### config.mk
export PLATFORM = sky130hd
export DESIGN_NAME = sensor_conditioner
export DESIGN_NICKNAME = d
export VERILOG_FILES = /design/src/rtl/sensor_conditioner.sv
export SDC_FILE = /design/constraint.sdc
export NUM_CORES = 1
export LEC_CHECK = 0
export ABC_AREA = 1
export CAP_MARGIN = 30
export CORE_MARGIN = 10
export CORE_UTILIZATION = 55
export DETAILED_ROUTE_END_ITERATION = 12
export GPL_ROUTABILITY_DRIVEN = 1
export PLACE_DENSITY_LB_ADDON = 0.05
export SYNTH_ARGS = -nofsm -noshare
export SYNTH_HDL_FRONTEND = slang
export SYNTH_SLANG_ARGS = --single-unit
export TNS_END_PERCENT = 10
### constraint.sdc
create_clock -name clk -period 1.9 [get_ports clk]
set_input_delay 0.475 -clock clk [delete_from_list [all_inputs] [get_ports clk]]
set_output_delay 0.475 -clock clk [all_outputs]
set_load 0.01 [all_outputs]
### src/rtl/sensor_conditioner.sv
// Debounces entry/exit sensors and turns qualified edges into single event pulses with a slot index.
// Latency DEBOUNCE_CYCLES+3 from raw edge to pulse; no backpressure, a colliding exit is deferred one cycle.

module sensor_debounce #(
    parameter int DEBOUNCE_CYCLES = 1000,
    parameter int CNT_W           = 16
) (
    input  logic clk,
    input  logic rst,
    input  logic sens,
    output logic strobe
);
    typedef enum logic [1:0] {IDLE, QUAL_ON, ACTIVE, QUAL_OFF} state_t;

    localparam logic [CNT_W-1:0] CNT_ONE  = CNT_W'(1);
    localparam logic [CNT_W-1:0] CNT_DONE = CNT_W'(DEBOUNCE_CYCLES);

    state_t             state_q, state_d;
    logic [CNT_W-1:0]   cnt_q, cnt_d;
    logic               strobe_q, strobe_d;

    always_ff @(posedge clk or posedge rst) begin
        if (rst) begin
            state_q  <= IDLE;
            cnt_q    <= '0;
            strobe_q <= 1'b0;
        end else begin
            state_q  <= state_d;
            cnt_q    <= cnt_d;
            strobe_q <= strobe_d;
        end
    end

    always_comb begin
        state_d  = state_q;
        cnt_d    = cnt_q;
        strobe_d = 1'b0;
        case (state_q)
            IDLE: begin
                if (sens) begin
                    state_d = QUAL_ON;
                    cnt_d   = CNT_ONE;
                end
            end
            QUAL_ON: begin
                if (!sens) begin
                    state_d = IDLE;
                    cnt_d   = '0;
                end else if (cnt_q == CNT_DONE) begin
                    state_d  = ACTIVE;
                    cnt_d    = '0;
                    strobe_d = 1'b1;
                end else begin
                    cnt_d = cnt_q + CNT_ONE;
                end
            end
            ACTIVE: begin
                if (!sens) begin
                    state_d = QUAL_OFF;
                    cnt_d   = CNT_ONE;
                end
            end
            QUAL_OFF: begin
                // Level bouncing back high just resumes ACTIVE; only a full release re-arms
                if (sens) begin
                    state_d = ACTIVE;
                    cnt_d   = '0;
                end else if (cnt_q == CNT_DONE) begin
                    state_d = IDLE;
                    cnt_d   = '0;
                end else begin
                    cnt_d = cnt_q + CNT_ONE;
                end
            end
            default: begin
                state_d = IDLE;
                cnt_d   = '0;
            end
        endcase
    end

    assign strobe = strobe_q;
endmodule

module sensor_conditioner #(
    parameter int DEBOUNCE_CYCLES = 1000,
    parameter int CNT_W           = 16
) (
    input  logic       clk,
    input  logic       rst,
    input  logic       entry_raw,
    input  logic       exit_raw,
    input  logic [1:0] switch_raw,
    input  logic       full,
    output logic       entry_event,
    output logic       exit_event,
    output logic [1:0] slot_sel,
    output logic       entry_rejected
);
    logic [3:0] sync1_q, sync1_d, sync2_q, sync2_d;
    logic       entry_stb, exit_stb;
    logic [1:0] sw_sync;

    logic       entry_event_q, entry_event_d;
    logic       exit_event_q, exit_event_d;
    logic       entry_rejected_q, entry_rejected_d;
    logic [1:0] slot_sel_q, slot_sel_d;
    logic       pend_exit_q, pend_exit_d;
    logic [1:0] pend_exit_slot_q, pend_exit_slot_d;
    logic       pend_ent_q, pend_ent_d;
    logic [1:0] pend_ent_slot_q, pend_ent_slot_d;
    logic       pend_ent_full_q, pend_ent_full_d;

    always_comb begin
        sync1_d = {switch_raw, exit_raw, entry_raw};
        sync2_d = sync1_q;
    end

    assign sw_sync = sync2_q[3:2];

    sensor_debounce #(.DEBOUNCE_CYCLES(DEBOUNCE_CYCLES), .CNT_W(CNT_W)) u_entry_db (
        .clk    (clk),
        .rst    (rst),
        .sens   (sync2_q[0]),
        .strobe (entry_stb)
    );

    sensor_debounce #(.DEBOUNCE_CYCLES(DEBOUNCE_CYCLES), .CNT_W(CNT_W)) u_exit_db (
        .clk    (clk),
        .rst    (rst),
        .sens   (sync2_q[1]),
        .strobe (exit_stb)
    );

    // Issue priority: pending exit, pending entry, new entry, new exit; the loser is parked with its samples
    always_comb begin
        entry_event_d    = 1'b0;
        exit_event_d     = 1'b0;
        entry_rejected_d = 1'b0;
        slot_sel_d       = slot_sel_q;
        pend_exit_d      = pend_exit_q;
        pend_exit_slot_d = pend_exit_slot_q;
        pend_ent_d       = pend_ent_q;
        pend_ent_slot_d  = pend_ent_slot_q;
        pend_ent_full_d  = pend_ent_full_q;

        if (pend_exit_q) begin
            exit_event_d = 1'b1;
            slot_sel_d   = pend_exit_slot_q;
            pend_exit_d  = 1'b0;
        end else if (pend_ent_q) begin
            entry_event_d    = !pend_ent_full_q;
            entry_rejected_d = pend_ent_full_q;
            slot_sel_d       = pend_ent_slot_q;
            pend_ent_d       = 1'b0;
        end else if (entry_stb) begin
            entry_event_d    = !full;
            entry_rejected_d = full;
            slot_sel_d       = sw_sync;
        end else if (exit_stb) begin
            exit_event_d = 1'b1;
            slot_sel_d   = sw_sync;
        end

        if (entry_stb && (pend_exit_q || pend_ent_q)) begin
            pend_ent_d      = 1'b1;
            pend_ent_slot_d = sw_sync;
            pend_ent_full_d = full;
        end
        if (exit_stb && (pend_exit_q || pend_ent_q || entry_stb)) begin
            pend_exit_d      = 1'b1;
            pend_exit_slot_d = sw_sync;
        end
    end

    always_ff @(posedge clk or posedge rst) begin
        if (rst) begin
            sync1_q          <= '0;
            sync2_q          <= '0;
            entry_event_q    <= 1'b0;
            exit_event_q     <= 1'b0;
            entry_rejected_q <= 1'b0;
            slot_sel_q       <= 2'b00;
            pend_exit_q      <= 1'b0;
            pend_exit_slot_q <= 2'b00;
            pend_ent_q       <= 1'b0;
            pend_ent_slot_q  <= 2'b00;
            pend_ent_full_q  <= 1'b0;
        end else begin
            sync1_q          <= sync1_d;
            sync2_q          <= sync2_d;
            entry_event_q    <= entry_event_d;
            exit_event_q     <= exit_event_d;
            entry_rejected_q <= entry_rejected_d;
            slot_sel_q       <= slot_sel_d;
            pend_exit_q      <= pend_exit_d;
            pend_exit_slot_q <= pend_exit_slot_d;
            pend_ent_q       <= pend_ent_d;
            pend_ent_slot_q  <= pend_ent_slot_d;
            pend_ent_full_q  <= pend_ent_full_d;
        end
    end

    assign entry_event    = entry_event_q;
    assign exit_event     = exit_event_q;
    assign entry_rejected = entry_rejected_q;
    assign slot_sel       = slot_sel_q;
endmodule

== Word-level counts from Yosys, hierarchy flattened ==
Cells that the tools add are included.
Word-level totals
  flip-flop bits (word level): 58
  latch bits: 0
  bits in writable memories: 0
  memory bits (read-only): 0
  input port bits: 7
  output and inout port bits: 5
  word-level logic and storage cells: 98
  memories kept: 0
Cells by class
  $add $sub $neg: 2
  multiply operators: 0
  divide/modulo/power cells: 0
  magnitude comparators: 0
  eq/ne operators: 17
  shifts and indexed selects: 0
  muxes and demuxes: 49
  bitwise operators: 0
  reduce and logical (&&, ||, !) cells: 13
Operator list (count)
  16-bit two-way mux: 10
  16-bit one-hot mux with 4 select lines: 2
  16-bit by 1-bit adder with 16-bit output, second input constant: 2
  16-bit by 10-bit equality test with 1-bit output, second input constant: 2
  2-bit two-way mux: 16
  1-bit two-way mux: 19
  2-bit one-hot mux with 4 select lines: 2
  3-bit by 2-bit != test with 1-bit output, second input constant: 4
  2-bit equality test, second input constant: 4
  2-bit != test, second input constant: 4
  4-bit AND reduction: 2
  2-bit by 1-bit equality test with 1-bit output, second input constant: 2
  2-bit logical NOT: 2
  2-bit AND reduction: 2
  4-bit nonzero test: 1
  1-bit logical AND: 2
  1-bit logical NOT: 2
  1-bit logical OR: 2
  2-bit by 1-bit != test with 1-bit output, second input constant: 1

== Depth between registers and ports, before layout ==
Gate-level depths: netlist of run 1.
  depth after elaboration: 4
  depth in mapped cells: 11
  depth with buffers taken out: 11

== By module ==
A second synthesis of run 1 with hierarchy kept.
Unflattened totals
  cell total of the unflattened synthesis: 410
  area, all modules: 3300.7 um^2
By module, submodules not included
  sensor_debounce: times used 2, cells each 170, area each 1287.5 um^2, sequential area each 475.5 um^2
  sensor_conditioner: times used 1, cells each 70, area each 725.7 um^2, sequential area each 500.5 um^2

== Least setup slack after synthesis of run 1 ==
OpenSTA, ideal clock, no wires.
  path kind: reg2reg
  start point: reg u_exit_db.cnt_q[0]
  end point: reg u_exit_db.cnt_q[10]
  library setup time: 118 ps
  arrival: 1246 ps
  required time: 1782 ps
  setup slack: 536 ps
  cell stages (with the launch flop): 12
  buffers on the path: 0
  clock period less this slack: 1364 ps
  path through: dfrtp_1 inv_1 ha_1 inv_1 nor2_1 nand2_1 nor2_1 nand2_2 nand2_4 nand2_4 inv_2 nor2_1
Between the ends
  longest elaborated chain between the ends: 4
  elaborated cells between the ends (all ways): 6
  classes of those cells: 1 x add/sub; 1 x eq/ne; 4 x mux
Ends and longest elaborated chain
  from (decl): RTL line 19  | logic [CNT_W-1:0] cnt_q, cnt_d;
  from (signal assigned): RTL line 29  | cnt_q <= cnt_d;
  16-bit by 1-bit adder with 16-bit output / 16-bit by 10-bit equality test with 1-bit output (equally long branches)
  16-bit two-way mux *: RTL line 49, 68
  16-bit two-way mux (on tied branches): RTL line 65, 46
  16-bit one-hot mux with 4 select lines *: RTL line 38  | case (state_q)
Every way passes the cells marked *; elsewhere a longest branch is shown, timed or not.
A chain may end at the register's enable or synchronous reset.

== Worst setup path after layout of run 1 ==
  start point: reg slot_sel_q[1] (netlist: slot_sel[1])
  end point: out slot_sel[1]
RTL lines
  from (decl): RTL line 107  | logic [1:0] slot_sel_q, slot_sel_d;
  from (signal assigned): RTL line 195  | slot_sel_q <= slot_sel_d;
  to (decl): RTL line 97  | output logic [1:0] slot_sel,
No word-level cell between the ends.

==> results of run 1 <==
-- synth_stat cells, drive strengths merged --
cell / n / area share, %
mux2i: 2 / 0.64
xor2: 11 / 3.1
inv: 55 / 6.6
nand2: 107 / 14
a21oi: 6 / 1.5
o21bai: 1 / 0.24
nor3: 4 / 0.97
clkbuf: 2 / 0.24
o32ai: 1 / 0.28
ha: 4 / 1.6
nor2: 65 / 9.2
nand3b: 1 / 0.24
dfrtp: 58 / 47
a31oi: 2 / 0.40
o22ai: 6 / 1.2
buf: 2 / 0.60
nand3: 23 / 5.6
xnor2: 2 / 0.56
nand4: 10 / 2.2
o21ai: 23 / 3.7
-- state kept, by name (all words and copies together), names as in the netlist, 2 cells and up, named ones only --
signal	count
u_exit_db.cnt_q	16
pend_exit_slot_q	2
sync1_q	4
pend_ent_slot_q	2
slot_sel	2
sync2_q	4
u_entry_db.cnt_q	16
-- power by group --
group / switching, mW / internal [mW]
clock: 0.491 / 0.943
sequential: 0.117 / 1.34
combinational: 0.596 / 0.306
total: 1.20 / 2.59
-- cell families after synthesis --
family                     count (synthesis)  share of synthesized area, %
and+or+nand+nor                          210                          32.6
buffers and inverters                     59                          7.49
DFF                                       58                          46.7
AOI/OAI and AO/OA                         39                          7.29
xor gates and xnor gates                  13                          3.66
adders and majority gates                  4                          1.61
muxes                                      2                         0.644
-- per-layer routing --
| metal | GRT usage (%) | up-vias | routed length [um] | part of all wire [%] |
|---|---|---|---|---|
| met2 | 22.9 | 42 | 2840 | 48 |
| met1 | 17.9 | 1100 | 2790 | 47 |
| met4 | 5.49 | 0 | 86 | 1.4 |
| met3 | 4.79 | 9 | 238 | 4.0 |
| li1 | - | 1256 | - | - |
| met5 | 0 | - | 0 | 0 |
-- cell type report --
cell class              instances  share of cell area [%]
clock inverters                 4                    2.73
well taps                      72                    2.52
clock buffers                  12                    4.34
flip-flops and latches         58                    40.6
repair buffers                 14                    4.06
multi-input cells             268                    39.8
inverters                      55                    5.88
-- worst register-to-register path, stage by stage (launching register included) --
cell and delay, ps:
dfrtp_1 410, inv_1 100, ha_1 210, inv_1 50, nor2_1 80, nand2_1 60, nor2_1 120, nand2_2 110
nand2_4 130, nand2_4 80, inv_2 70, nor2_1 40
-- placed cells by master (no fill, tap or decap), types with 3 or more instances in the layout --
cell type and count:
a21oi_1 4, bufinv_16 3, clkbuf_8 11, clkdlybuf4s50_1 11, dfrtp_1 58, ha_1 4, inv_1 52, nand2_1 98
nand2_2 5, nand2_4 4, nand3_1 14, nand3_2 7, nand4_1 9, nor2_1 58, nor2_4 5, o21ai_0 21
o22ai_1 6, xor2_1 11
-- stage by stage --
stage	total power, mW	util, %	hold slack, ps	setup slack [ps]
after CTS	3.83	64.9	351	172
after global routing	4.03	64.9	353	105
after floorplan	2.19	-	331	536
after detailed placement	2.38	60.3	336	358
final	3.79	64.9	350	202
after global placement	2.35	60.3	334	387
-- worst max path at each step --
stage	startpoint	endpoint	slack [ps]	depth (start not counted)
6_report	slot_sel[1]	slot_sel[1]	200	1
5_1_grt	u_exit_db.cnt_q[0]	u_exit_db.cnt_q[10]	100	11
4_1_cts	slot_sel[1]	slot_sel[1]	170	1
3_5_place_dp	u_entry_db.cnt_q[0]	u_entry_db.cnt_q[15]	360	9
3_3_place_gp	u_entry_db.cnt_q[0]	u_entry_db.cnt_q[12]	390	9
2_1_floorplan	u_exit_db.cnt_q[0]	u_exit_db.cnt_q[10]	540	11
==> key figures, run 1 <==
Timing
  – Post-layout minimum cycle time: 1700 ps
  – Worst-margin pin slew: 317 ps
  – Fin. Hold Viols: 0
  – Clock Skews: 5.19 ps
  – RSZ-0062 raised after global routing: false
  – Setup violators final: 0
  – Max-Slew Margin vs Limit: 78.8%
  – Setup TNS: 0 ps
  – Maximum clock rate: 589 MHz
  – Final Slew Violations: 0
  – Final Cycle Share: 89.4%

Pwr
  – Lkg Pwr: between 1.5 and 2 nW
  – PD cells: between 1000 and 1500 nW/um^2
  – Max IR drop VDD: 0.000523 V

Job
  – Maxcap violations: 0

Critical path
  – Worst r2r src: u_exit_db.cnt_q[0]
  – Slowest-stage cell, CP: clkdlybuf4s50_1
  – R2r endpoint: u_exit_db.cnt_q[10]
  – Crit-path cells: clkdlybuf4s50_1
  – Crit path max fanout: 2
  – Top Family by Delay on Critical Path: buffers and inverters
  – Worst r2r path cells: 11
  – Worst setup EP type: primary output
  – Type of origin of the critical path: flop
  – WP data required: around 1400 ps
  – Worst Path Class, Setup: flop to primary output
  – Crit path largest cell delay: 540 ps
  – Reg2reg setup slack: 340 ps
  – Buf/Inv on CP: 1
  – Worst path arrival time: 1220 ps

Global route
  – Largest net degree at the start of global routing: 37
  – Initial antenna violation count: 0
  – Overflow after GRT: 0
  – Vias in the first global route: roughly 2.2k
  – Gr usage total: 14.4%
  – Global-route wire length before repair: 10300 um

Clocking
  – Worst-path clk slew: 70 ps
  – Hold-fix buffers, CTS: 0
  – Post_cts resized: 0
  – Post-CTS Setup Repair Bufs: 0
  – Clock sinks: 58
  – CTS max path bufs: 2
  – Clk_lat worst skew: 340 ps
  – Total CTS buffers: 9
  – Root buffer cell: clkbuf_8
  – # H-tree levels: 3
  – CTS tree: built

Routing
  – DRC viols: 0
  – Routed len/inst: 12.3 um
  – Starting DRT DRC Count: 114
  – Routed WL: slightly below 6000 um
  – Vias: 2407
  – Post-DRT Antenna Nets: 0
  – Vias/cell: 4.98
  – DR pass1 iterations: 4

Place
  – HPWL Detailed: 4340 um
  – I/O Buffers: 11
  – Placed cells: roughly 470
  – Post-DP Area: 3320 um^2
  – Gpl congestion: 0.860

Final layout
  – Post-route cell area: 3570 um^2
  – Non-Filler Instances: 483
  – Share of cells above drive strength 1: 12.4%
  – Area of the multi-input gates: 1420 um^2
  – Fillers: between 400 and 500
  – FF/Latch Area: 1450 um^2
  – P&R area growth vs syn: 15.0%
  – Final #Nets: 417
  – Antenna diodes: 0

Synthesis
  – Synth Area per Inst: 8.07 um^2
  – Seq/Total Area, Yosys: 46.7%
  – Net Count, Synth: 396
  – Post-synthesis cell area: between 3000 and 4000 um^2
  – Seq cells post-synth: between 50 and 60
  – Synth Warn #: 0
  – Post-Synthesis Cells: 385
  – Synth unique cells: 33

Hold path
  – Worst hold stages: 0
  – HP Class: flop to flop
  – Hold Path End: sync2_q[2]
  – Worst Hold Launch: sync1_q[2]

Die
  – Die Height: 95.2 um
  – # rows: 27
  – Core Region: between 5000 and 6000 um^2
  – Initial core utilization: between 50% and 60%
  – Die ar.: 9050 um^2
  – I/O Pins: 12
  – Die Wd: 95.2 um

Run status
  – Run status: finished, final reports clean
Power figures use the tool's default switching activity.
==> run 2: changes to the inputs <==
--- a/config.mk
+++ b/config.mk
@@ -6,11 +6,11 @@
 export NUM_CORES = 1
 export LEC_CHECK = 0
 export ABC_AREA = 1
-export CAP_MARGIN = 30
 export CORE_MARGIN = 10
 export CORE_UTILIZATION = 55
 export DETAILED_ROUTE_END_ITERATION = 12
 export GPL_ROUTABILITY_DRIVEN = 1
+export GPL_TIMING_DRIVEN = 0
 export PLACE_DENSITY_LB_ADDON = 0.05
 export SYNTH_ARGS = -nofsm -noshare
 export SYNTH_HDL_FRONTEND = slang
==> run 2 against run 1 <==
Compared with the run above: final cell count unchanged; maximum frequency decreased by 0.74%; count of clock-buffer cells in the layout stayed put; clock power down 22%; routed wire length decreased by 1.9%; non-clock buffer count increased by 1; combinational power increased by 2%; sequential power about the same; total power is 8.1% lower; clock skew increased by 2.8 ps.
==> key figures, run 2 (same netlist as run 1, synthesis figures left out) <==
Run status
  – Run status: finished, final reports clean

Clocking
  – # H-tree levels: 3 (unchanged)
  – Total CTS buffers: 9 (unchanged)
  – Post_cts resized: 0 (unchanged)
  – Clock sinks: 58 (unchanged)
  – Root buffer cell: clkbuf_8
  – CTS tree: built
  – CTS max path bufs: 2 (unchanged)
  – Hold-fix buffers, CTS: 0 (unchanged)
  – Post-CTS Setup Repair Bufs: 0 (unchanged)
  – Worst-path clk slew: 60 ps (about the same)
  – Clk_lat worst skew: 340 ps (about the same)

Pwr
  – NetSw: 1.19 mW (-0.79%)
  – Clock power frac: 31.9% (-6.0 points)
  – Max IR drop VDD: 0.000555 V (+6.2%)
  – Internal: 2.29 mW (-12%)
  – Comb pwr share: 26.5% (+2.7 points)
  – Switching Share: 34.3% (+2.5 points)
  – Lkg Pwr: 1.65 nW (-1.9%)
  – PD cells: 996 nW/um^2 (-6.1%)
  – Design Power: 3.48 mW (-8.1%)
  – Sequential group share of total power: 41.7% (+3.4 points)

Place
  – Post-DP Area: 3310 um^2 (-0.26%)
  – I/O Buffers: 11 (unchanged)
  – Pre-CTS setup slack: 20.3 ps (-337 ps)
  – HPWL Detailed: 4140 um (-4.6%)
  – Gpl congestion: 0.883 (+2.7%)
  – Placed cells: 468 (+0.21%)

Die
  – Die Wd: 95.2 um (unchanged)
  – Die ar.: 9050 um^2 (unchanged)
  – Initial core utilization: 56.4% (unchanged)
  – I/O Pins: 12 (unchanged)
  – # rows: 27 (unchanged)
  – Core Region: 5510 um^2 (unchanged)
  – Die Height: 95.2 um (unchanged)

Global route
  – Overflow after GRT: 0 (unchanged)
  – Global-route wire length before repair: 10200 um (-0.87%)
  – Initial antenna violation count: 0 (unchanged)
  – Gr usage total: 14.2% (-0.25 points)
  – Largest net degree at the start of global routing: 59 (+59%)
  – Vias in the first global route: 2394 (+7.1%)

Final layout
  – Final #Nets: 418 (+0.24%)
  – Fillers: 475 (-1.0%)
  – Top Registers: u_entry_db.cnt_q (16), u_exit_db.cnt_q (16)
  – Commonest non-fill, non-tap cell in the layout: nand2_1
  – FF/Latch Area: 1450 um^2 (unchanged)
  – Most frequent cells in the layout: nand2_1, nor2_1, dfrtp_1
  – P&R area growth vs syn: 12.5%
  – Share of cells above drive strength 1: 11.7% (-0.73 points)
  – Antenna diodes: 0 (unchanged)
  – Area of the multi-input gates: 1420 um^2 (unchanged)
  – Final core utilization: 63.5% (-1.4 points)
  – Non-Filler Instances: 483 (unchanged)
  – Post-route cell area: 3500 um^2 (-2.1%)

Critical path
  – CP startpoint: slot_sel[1]
  – Crit-path cells: clkdlybuf4s50_1
  – Top Family by Delay on Critical Path: buffers and inverters
  – Crit path largest cell delay: 540 ps (about the same)
  – Worst setup EP type: primary output
  – Worst r2r src: u_exit_db.cnt_q[0]
  – WP data required: 1420 ps (about the same)
  – Crit path max fanout: 2 (unchanged)
  – Buf/Inv on CP: 1 (unchanged)
  – Type of origin of the critical path: flop
  – Worst path arrival time: 1240 ps (+20 ps)
  – Slowest-stage cell, CP: clkdlybuf4s50_1
  – Worst Path Class, Setup: flop to primary output

Timing
  – Final worst slack: 189 ps (-12.7 ps)
  – Hold slack: 342 ps (-7.65 ps)
  – Maximum clock rate: 585 MHz (-0.74%)
  – Setup TNS: 0 ps (unchanged)
  – Fin. Hold Viols: 0 (unchanged)
  – Max-Slew Margin vs Limit: 18.8% (-60 points)
  – RSZ-0062 raised after global routing: false
  – Worst-margin pin slew: 1220 ps (+899 ps)
  – Setup violators final: 0 (unchanged)
  – Post-layout minimum cycle time: 1710 ps (+12.7 ps)
  – Final Cycle Share: 90.0% (+0.67 points)
  – Final Slew Violations: 0 (unchanged)
  – Clock Skews: 8.02 ps (+2.82 ps)

Routing
  – Routed WL: 5830 um (-1.9%)
  – Wire length on met3: 203 um (-15%)
  – Vias/cell: 5.01 (+0.62%)
  – Starting DRT DRC Count: 83 (-27%)
  – Routed len/inst: 12.1 um (-1.9%)
  – DRC viols: 0 (unchanged)
  – Vias: 2422 (+0.62%)
  – DR WL met2: 2850 um (+0.63%)
  – Post-DRT Antenna Nets: 0 (unchanged)
  – Top Layer Used: met4
  – M1 WL: 2630 um (-5.5%)
  – DR pass1 iterations: 4 (unchanged)

Job
  – Maxcap violations: 0 (unchanged)

Hold path
  – Worst Hold Launch: sync1_q[3]
  – HP Class: flop to flop
## run 2: cell types whose count changed in the layout (fill, tap and decap cells not counted)
cell	previous run	this run
buf_12	1	0
buf_4	2	1
buf_6	0	1
bufinv_16	3	1
clkbuf_1	1	4
clkbuf_8	11	10
clkinv_2	0	2
clkinvlp_4	2	1
## run 2: power by group through the flow
stage / Clock (mW) / Sequential [mW] / Combinational (mW)
after floorplan: 0 / 1.45 / 0.741
after global placement: 0 / 1.47 / 0.914
after detailed placement: 0 / 1.47 / 0.929
after CTS: 1.12 / 1.45 / 0.930
after global routing: 1.18 / 1.47 / 1.04
final: 1.11 / 1.45 / 0.922
## run 2: cell type report
type	count	share of cell area [%]
clock inverters	3	1.15
inverters	55	6.01
clock buffers	12	4.15
repair buffers	11	3.15
multi-input cells	268	40.7
flip-flops and latches	58	41.5
plain buffers	4	0.752
well taps	72	2.58
## run 2: path summary, 6_finish.rpt
check / to / slack, ps / depth (start not counted)
max in group asynchronous: u_entry_db.cnt_q[5] / 470 / 2
hold / removal: sync2_q[3] / 340 / 0
min in group asynchronous: sync2_q[3] / 780 / 2
setup / recovery: slot_sel[1] / 190 / 1
setup reg to reg: u_exit_db.cnt_q[10] / 330 / 11
hold reg to reg: sync2_q[3] / 340 / 0
## run 2: worst register-to-register path, cell delays in order (launching register included)
cell and delay (ps):
dfrtp_1 400, inv_1 100, ha_1 210, inv_1 50, nor2_1 80, nand2_1 50, nor2_1 110, nand2_2 110
nand2_4 140, nand2_4 80, inv_2 70, nor2_1 40
## run 2: routing by layer
layer,up-vias,GRT usage (%)
met2,43,24.3
met5,-,0
met3,12,2.59
met4,0,8.98
met1,1109,16.0
li1,1258,-
